$ cat src/rtl/lsu_ctrl.sv
// lsu_ctrl: RV32I load/store unit controller between the execute stage and a
// byte-lane data memory. Accepts one request at a time, issues a single
// memory access, extends load data and returns a one-cycle response.
// Optional build macro LSU_MISALIGN_TRAP_EN: when defined, misaligned
// half/word accesses are rejected with an error instead of being force-aligned.
module lsu_ctrl (
    input  logic        clk,
    input  logic        rst_n,
    input  logic        req_valid,
    output logic        req_ready,
    input  logic        req_store,
    input  logic [2:0]  req_funct3,
    input  logic [31:0] req_addr,
    input  logic [31:0] req_wdata,
    output logic        rsp_valid,
    output logic [31:0] rsp_rdata,
    output logic        rsp_error,
    output logic        data_enable,
    output logic        data_read,
    output logic [3:0]  mem_wstrb,
    output logic [31:0] ram_address,
    output logic [31:0] ram_store,
    input  logic [31:0] ram_fetch,
    input  logic        misaligned
);

    typedef enum logic [1:0] {IDLE, ACCESS, WAIT, RESP} state_t;

    state_t      state_q, state_d;
    logic        store_q, store_d;
    logic [2:0]  funct3_q, funct3_d;
    logic [1:0]  lane_q, lane_d;
    logic        data_enable_q, data_enable_d;
    logic        data_read_q, data_read_d;
    logic [3:0]  mem_wstrb_q, mem_wstrb_d;
    logic [31:0] ram_address_q, ram_address_d;
    logic [31:0] ram_store_q, ram_store_d;
    logic        rsp_valid_q, rsp_valid_d;
    logic [31:0] rsp_rdata_q, rsp_rdata_d;
    logic        rsp_error_q, rsp_error_d;
    logic [31:0] addr_al;

    // Stores accept SB/SH/SW only; loads also accept LBU/LHU.
    function automatic logic funct3_legal(input logic st, input logic [2:0] f3);
        logic ok;
        if (st) begin
            ok = (f3 == 3'b000) || (f3 == 3'b001) || (f3 == 3'b010);
        end else begin
            ok = (f3 == 3'b000) || (f3 == 3'b001) || (f3 == 3'b010) ||
                 (f3 == 3'b100) || (f3 == 3'b101);
        end
        return ok;
    endfunction

    // Half needs addr[0]=0, word needs addr[1:0]=00; f3[1:0] encodes the size.
    function automatic logic is_misaligned(input logic [2:0] f3, input logic [1:0] a);
        logic mis;
        case (f3[1:0])
            2'b01:   mis = a[0];
            2'b10:   mis = (a != 2'b00);
            default: mis = 1'b0;
        endcase
        return mis;
    endfunction

    // Clear the offending low address bits for the access size.
    function automatic logic [31:0] align_addr(input logic [2:0] f3, input logic [31:0] a);
        logic [31:0] r;
        r = a;
        case (f3[1:0])
            2'b01:   r[0]   = 1'b0;
            2'b10:   r[1:0] = 2'b00;
            default: r      = a;
        endcase
        return r;
    endfunction

    // Byte-lane write strobe; data itself stays right-justified.
    function automatic logic [3:0] store_strobe(input logic [2:0] f3, input logic [1:0] a);
        logic [3:0] s;
        case (f3)
            3'b000:  s = 4'b0001 << a;
            3'b001:  s = a[1] ? 4'b1100 : 4'b0011;
            3'b010:  s = 4'b1111;
            default: s = 4'b0000;
        endcase
        return s;
    endfunction

    // Pick the addressed lane out of the fetched word and extend it.
    function automatic logic [31:0] load_extend(input logic [2:0] f3, input logic [1:0] a,
                                                input logic [31:0] fetch);
        logic [31:0] sh;
        logic [7:0]  b;
        logic [15:0] h;
        logic [31:0] r;
        sh = fetch >> {a, 3'b000};
        b  = sh[7:0];
        h  = a[1] ? fetch[31:16] : fetch[15:0];
        case (f3)
            3'b000:  r = {{24{b[7]}}, b};
            3'b001:  r = {{16{h[15]}}, h};
            3'b100:  r = {24'b0, b};
            3'b101:  r = {16'b0, h};
            default: r = fetch;
        endcase
        return r;
    endfunction

    assign addr_al = align_addr(req_funct3, req_addr);

    // Next-state, request latching and registered port values.
    always_comb begin
        state_d       = state_q;
        store_d       = store_q;
        funct3_d      = funct3_q;
        lane_d        = lane_q;
        data_enable_d = 1'b0;
        data_read_d   = 1'b0;
        mem_wstrb_d   = 4'b0000;
        ram_address_d = 32'b0;
        ram_store_d   = 32'b0;
        rsp_valid_d   = 1'b0;
        rsp_rdata_d   = 32'b0;
        rsp_error_d   = 1'b0;
        case (state_q)
            IDLE: begin
                if (req_valid) begin
                    store_d  = req_store;
                    funct3_d = req_funct3;
                    lane_d   = addr_al[1:0];
                    if (!funct3_legal(req_store, req_funct3)) begin
                        state_d     = RESP;
                        rsp_valid_d = 1'b1;
                        rsp_error_d = 1'b1;
                    end
`ifdef LSU_MISALIGN_TRAP_EN
                    else if (is_misaligned(req_funct3, req_addr[1:0])) begin
                        state_d     = RESP;
                        rsp_valid_d = 1'b1;
                        rsp_error_d = 1'b1;
                    end
`endif
                    else begin
                        state_d       = ACCESS;
                        data_enable_d = 1'b1;
                        data_read_d   = !req_store;
                        mem_wstrb_d   = req_store ? store_strobe(req_funct3, addr_al[1:0]) : 4'b0000;
                        ram_address_d = {addr_al[31:2], 2'b00};
                        ram_store_d   = req_store ? req_wdata : 32'b0;
                    end
                end
            end
            ACCESS: begin
                if (store_q) begin
                    state_d     = RESP;
                    rsp_valid_d = 1'b1;
                end else begin
                    state_d = WAIT;
                end
            end
            WAIT: begin
                state_d     = RESP;
                rsp_valid_d = 1'b1;
                rsp_error_d = misaligned;
                rsp_rdata_d = misaligned ? 32'b0 : load_extend(funct3_q, lane_q, ram_fetch);
            end
            default: begin
                state_d = IDLE;
            end
        endcase
    end

    // State and output registers; reset drops any in-flight access.
    always_ff @(posedge clk or negedge rst_n) begin
        if (!rst_n) begin
            state_q       <= IDLE;
            store_q       <= 1'b0;
            funct3_q      <= 3'b000;
            lane_q        <= 2'b00;
            data_enable_q <= 1'b0;
            data_read_q   <= 1'b0;
            mem_wstrb_q   <= 4'b0000;
            ram_address_q <= 32'b0;
            ram_store_q   <= 32'b0;
            rsp_valid_q   <= 1'b0;
            rsp_rdata_q   <= 32'b0;
            rsp_error_q   <= 1'b0;
        end else begin
            state_q       <= state_d;
            store_q       <= store_d;
            funct3_q      <= funct3_d;
            lane_q        <= lane_d;
            data_enable_q <= data_enable_d;
            data_read_q   <= data_read_d;
            mem_wstrb_q   <= mem_wstrb_d;
            ram_address_q <= ram_address_d;
            ram_store_q   <= ram_store_d;
            rsp_valid_q   <= rsp_valid_d;
            rsp_rdata_q   <= rsp_rdata_d;
            rsp_error_q   <= rsp_error_d;
        end
    end

    assign req_ready   = (state_q == IDLE);
    assign data_enable = data_enable_q;
    assign data_read   = data_read_q;
    assign mem_wstrb   = mem_wstrb_q;
    assign ram_address = ram_address_q;
    assign ram_store   = ram_store_q;
    assign rsp_valid   = rsp_valid_q;
    assign rsp_rdata   = rsp_rdata_q;
    assign rsp_error   = rsp_error_q;

endmodule

$ cat config.mk
export PLATFORM = sky130hd
export DESIGN_NAME = lsu_ctrl
export DESIGN_NICKNAME = d
export VERILOG_FILES = /design/src/rtl/lsu_ctrl.sv
export SDC_FILE = /design/constraint.sdc
export NUM_CORES = 1
export LEC_CHECK = 0
export CAP_MARGIN = 20
export CELL_PAD_IN_SITES_DETAIL_PLACEMENT = 1
export CELL_PAD_IN_SITES_GLOBAL_PLACEMENT = 1
export CORE_MARGIN = 1
export CORE_UTILIZATION = 33
export DETAILED_ROUTE_END_ITERATION = 10
export PLACE_DENSITY = 0.83
export SLEW_MARGIN = 5
export SYNTH_ARGS = -nofsm -noshare
export SYNTH_HDL_FRONTEND = slang
export SYNTH_SLANG_ARGS = --single-unit
$ cat constraint.sdc
create_clock -name clk -period 3.9 [get_ports clk]
set_input_delay 0.585 -clock clk [delete_from_list [all_inputs] [get_ports clk]]
set_output_delay 0.585 -clock clk [all_outputs]
set_load 0.05 [all_outputs]
Yosys cells after proc, flatten, opt, wreduce, memory -nomap -nowiden
Index checks and enable logic that the tools add are counted.
{"block": "word_totals", "register_bits": 112, "input_bits": 104, "out_inout_bits": 105, "elab_cells": 73}
{"block": "op_classes", "eq_ne": 12, "n_shift": 2, "mux": 37, "n_reduce_logical": 10}
{"cell": "$mux W32", "count": 9}
{"cell": "$pmux W32 S4", "count": 1}
{"cell": "$shr A32 B5 Y8", "count": 1}
{"cell": "$mux W4", "count": 5}
{"cell": "$mux W16", "count": 1}
{"cell": "$mux W1", "count": 15}
{"cell": "$eq A3 B3 Y1 const B", "count": 4}
{"cell": "$pmux W4 S3", "count": 1}
{"cell": "$eq A3 B1 Y1 const B", "count": 2}
{"cell": "$logic_not A3 Y1", "count": 2}
{"cell": "$pmux W2 S3", "count": 1}
{"cell": "$eq A2 B1 Y1 const B", "count": 2}
{"cell": "$eq A2 B2 Y1 const B", "count": 2}
{"cell": "$logic_or A1 B1 Y1", "count": 4}
{"cell": "$mux W2", "count": 2}
{"cell": "$shl A1 B2 Y4 const A", "count": 1}
{"cell": "$eq A3 B2 Y1 const B", "count": 1}
{"cell": "$pmux W1 S3", "count": 1}
{"cell": "$logic_not A2 Y1", "count": 1}
{"cell": "$ne A2 B2 Y1 const B", "count": 1}
{"cell": "$pmux W1 S2", "count": 1}
{"cell": "$reduce_and A2 Y1", "count": 1}
{"cell": "$reduce_or A2 Y1", "count": 1}
{"cell": "$logic_not A1 Y1", "count": 1}

Longest topological paths before layout
{"block": "logic_depth", "word_depth": 11, "mapped_depth": 8, "mapped_depth_nobuf": 6}

Least setup slack after synthesis
No wires, ideal clock.
{"block": "synth_path", "path_kind": "reg-to-reg", "start": "register state_q[0]", "end": "register ram_address_q[10] (netlist: ram_address[10])", "setup_time_ns": 0.069, "t_arrival_ns": 2.201, "slack_ns": 1.630, "stages_incl_launch_ff": 8, "path_cell_list": "dfrtp_1 -> inv_1 -> ha_1 -> nand2_1 -> or4b_4 -> o31a_1 -> buf_6 -> nor2b_2"}
{"block": "synth_via", "elab_chain_cells": 2}
{"element": "start: declaration", "line": "29", "text": "state_t state_q, state_d;"}
{"element": "start signal: assignment", "line": "190", "text": "state_q <= state_d;"}
{"element": "$logic_not A2 Y1"}
{"element": "net req_ready", "line": "10", "text": "output logic req_ready,"}
{"element": "$mux W32", "line": "126", "text": "case (state_q)"}
{"element": "net ram_address_d[10]", "line": "36", "text": "logic [31:0] ram_address_q, ram_address_d;"}
{"element": "end signal: assignment", "line": "197", "text": "ram_address_q <= ram_address_d;"}
{"element": "end: declaration", "line": "36"}
The timed path passes the listed nets, and every way through them passes these cells.
A chain may end at the register's enable or synchronous reset.

Worst setup path after layout
{"block": "layout_path", "start": "register state_q[0]", "end": "output port req_ready"}
{"block": "layout_via", "elab_chain_cells": 1}
{"element": "$logic_not A2 Y1", "line": "205", "text": "assign req_ready = (state_q == IDLE);"}
{"element": "end: declaration", "line": "10"}
No other way between the ends.

==> reports/results.tsv <==
stage	metric	value	unit
drt	wl_per_cell	18.0	um
critical_path	worst-setup-path-type	reg2out	
synth	synth_top_cell_area_share	0.633	
clocking	clock_sinks	110	
clocking	cts_tree	built	
synth	ys_seq_area_frac	0.633	
cells_and_area	most-common-layout-cells	clkdlybuf4s50_1 (205), dfrtp_1 (110), and2_1 (33)	
clocking	cts_inserted_buffers	9	
drt	drc_errors	0	
synth	synth_mux_area_frac	0.0351	
synth	netlist_instances	345	
synth	yosysWarnings	0	
sta	tightestPinTransition	978	ps
global_route	grt_usage	0.195	
global_route	grt_overflow	0	
drt	wl_met1	4840	um
clocking	clock_latency	350	ps
floorplan	rows	41	
synth	synth_top_family_by_area	simple AND/OR/NAND/NOR gates	
power_and_ir_drop	vdd_drop_max	0.000187	V
synth	synth-seq-cells	110	
clocking	clock_path_buffers	2	
critical_path	arrival	2000	ps
cells_and_area	drive_above_1_share	0.114	
drt	dr.pass1.iters	5	
clocking	post_cts_buffers	0	
sta	final-setup-viol-count	0	
drt	vias_per_cell	4.66	
cells_and_area	final_common_cell	clkdlybuf4s50_1	
power_and_ir_drop	powerDensity	551	nW/um^2
clocking	cts_hold_buffers	0	
drt	route.met2.wl	6690	um
sta	hold_violations	0	
sta	fin_crit_sh	0.662	
synth	synth_compound_area_frac	0.0886	
sta	period_minus_slack	2580	ps
synth	synth_ff_type	dfrtp_1	
critical_path	cp-start-kind	register	
global_route	antenna_found_initial	0	
synth	yosys-top-cells-area	dfrtp_1 (63%), nor2b_2 (5.8%), and2_1 (4.7%)	
sta	maxSlewViolCount	0	
critical_path	endpoint_kind	primary output	
sta	fin_skew	9.26	ps
synth	synth-adder-area-share	0.0201	
sta	grt_setup_unrepaired	no	
clocking	cts-root-buf	clkbuf_16	
cells_and_area	layout.nets	658	
synth	synth-simple-area-share	0.175	
critical_path	cp_max_fo	6	
clocking	clk_pin_slew_worst_paths	70	ps
floorplan	core	12700	um^2
placed_design	portBuffers	206	
placed_design	gp_congestion	0.774	
synth	ys_types	38	
synth	yosysTopAreaCell	dfrtp_1	
cells_and_area	area_delta_synth_final	57.2	%
floorplan	die_w	117	um
drt	wl_met3	1210	um
synth	synth-xor-area-share	0	
cells_and_area	fill_cells	1377	
drt	drtIter0Drc	207	
synth	synth_edf_count	0	
flow_run	drv_cap	0	
drt	routed.top_layer	met4	
floorplan	dieArea	13600	um^2
placed_design	dp_hpwl	9660	um
cells_and_area	fin_util	0.538	
cells_and_area	diodes	0	
outcome	status	finished clean	
sta	slew_headroom	0.346	
drt	wirelength	13000	um
global_route	grt_pass1_wl	19500	um
hold_path	hold_path.class	in2async	
drt	ant_nets	0	
clocking	post_cts_resized	0	
sta	fin_setup_tns	0	ps
global_route	grt_pass1_vias	3694	
floorplan	start_util	0.342	
global_route	grt_max_degree	69	
synth	syn_area_per_cell	12.6	um^2
critical_path	required	3310	ps
floorplan	die_y	117	um
clocking	cts.htree.levels	3	
drt	vias	3367	
sta	clock.fmax	387	MHz
synth	syn_area	4350	um^2
power_and_ir_drop	power_leakage	0.00304	uW
floorplan	io_pins	209	
synth	synthArstFlopShare	1.00	
[state kept, by name, indices dropped and copies added (netlist names), 2 cells and up]
signal / count
ram_store: 32
rsp_rdata: 32
ram_address: 30
mem_wstrb: 4
funct3_q: 3
lane_q: 2
state_q: 2
[stage by stage]
stage | power (uW) | std cells | hold WS, ps | setup WS [ps] | area, um^2
6_report | 3770 | 723 | 341 | 1320 | 6840
5_1_grt | 3950 | 723 | 414 | 1240 | 6840
4_1_cts | 3810 | 723 | 384 | 1300 | 6840
3_5_place_dp | 2870 | 708 | 539 | 1060 | 6550
3_3_place_gp | 2820 | 708 | 509 | 1210 | 6550
2_1_floorplan | 2350 | 346 | 289 | 1630 | 4350
[kinds of logic after synthesis]
family / after synthesis
multiplexers: 14
AO/OA/AOI/OAI: 52
buffers and inverters: 44
other: 1
adder cells (fa/ha/maj): 7
flip-flops: 110
AND/OR/NAND/NOR: 117
[synth_stat cells, drive strengths merged, types with 2 or more instances]
| cell type | number |
|---|---|
| a211oi | 11 |
| a21oi | 20 |
| a222oi | 7 |
| a41oi | 2 |
| and2 | 33 |
| buf | 9 |
| clkbuf | 11 |
| dfrtp | 110 |
| ha | 7 |
| inv | 24 |
| mux2 | 10 |
| mux2i | 4 |
| nand2 | 7 |
| nand2b | 3 |
| nand3b | 2 |
| nor2 | 11 |
| nor2b | 42 |
| nor3 | 11 |
| nor3b | 2 |
| nor4 | 2 |
| o21ai | 3 |
| o21bai | 2 |
| o31ai | 3 |
[routing by layer]
layer / up-vias / global-route usage
met5: - / 0
met3: 18 / 0.0685
met1: 1654 / 0.209
met4: 0 / 0.0869
li1: 1545 / -
met2: 150 / 0.346
[cell type report]
class | instances | area, um^2 | area share
clock buffers | 11 | 233 | 0.0340
clock inverters | 4 | 56.3 | 0.00823
inverters | 24 | 90.1 | 0.0132
multi-input cells | 192 | 1400 | 0.205
flip-flops and latches | 110 | 2750 | 0.402
well taps | 172 | 215 | 0.0315
repair buffers | 210 | 2090 | 0.305
[worst max-delay path, cell delays in order, from the launching register on]
cell	delay (ps)
dfrtp_1	420
inv_1	100
ha_1	290
clkdlybuf4s50_1	850
[report_power, final]
| part | internal [uW] | switching (uW) |
|---|---|---|
| logic | 547 | 872 |
| clock network | 501 | 414 |
| registers | 1290 | 143 |
[path summary, 6_finish.rpt]
kind                       startpoint         endpoint  slack [ps]  depth (start not counted)
max                        state_q[0]        req_ready        1320                          3
min                             rst_n    rsp_rdata[22]         340                          1
max reg2reg                state_q[0]  ram_address[29]        1490                          7
min reg2reg                   store_q          store_q         560                          1
max in group asynchronous       rst_n    rsp_rdata[17]        2430                          2
min in group clk              store_q          store_q         560                          1
Note: power is estimated with default switching activity, not from simulation.
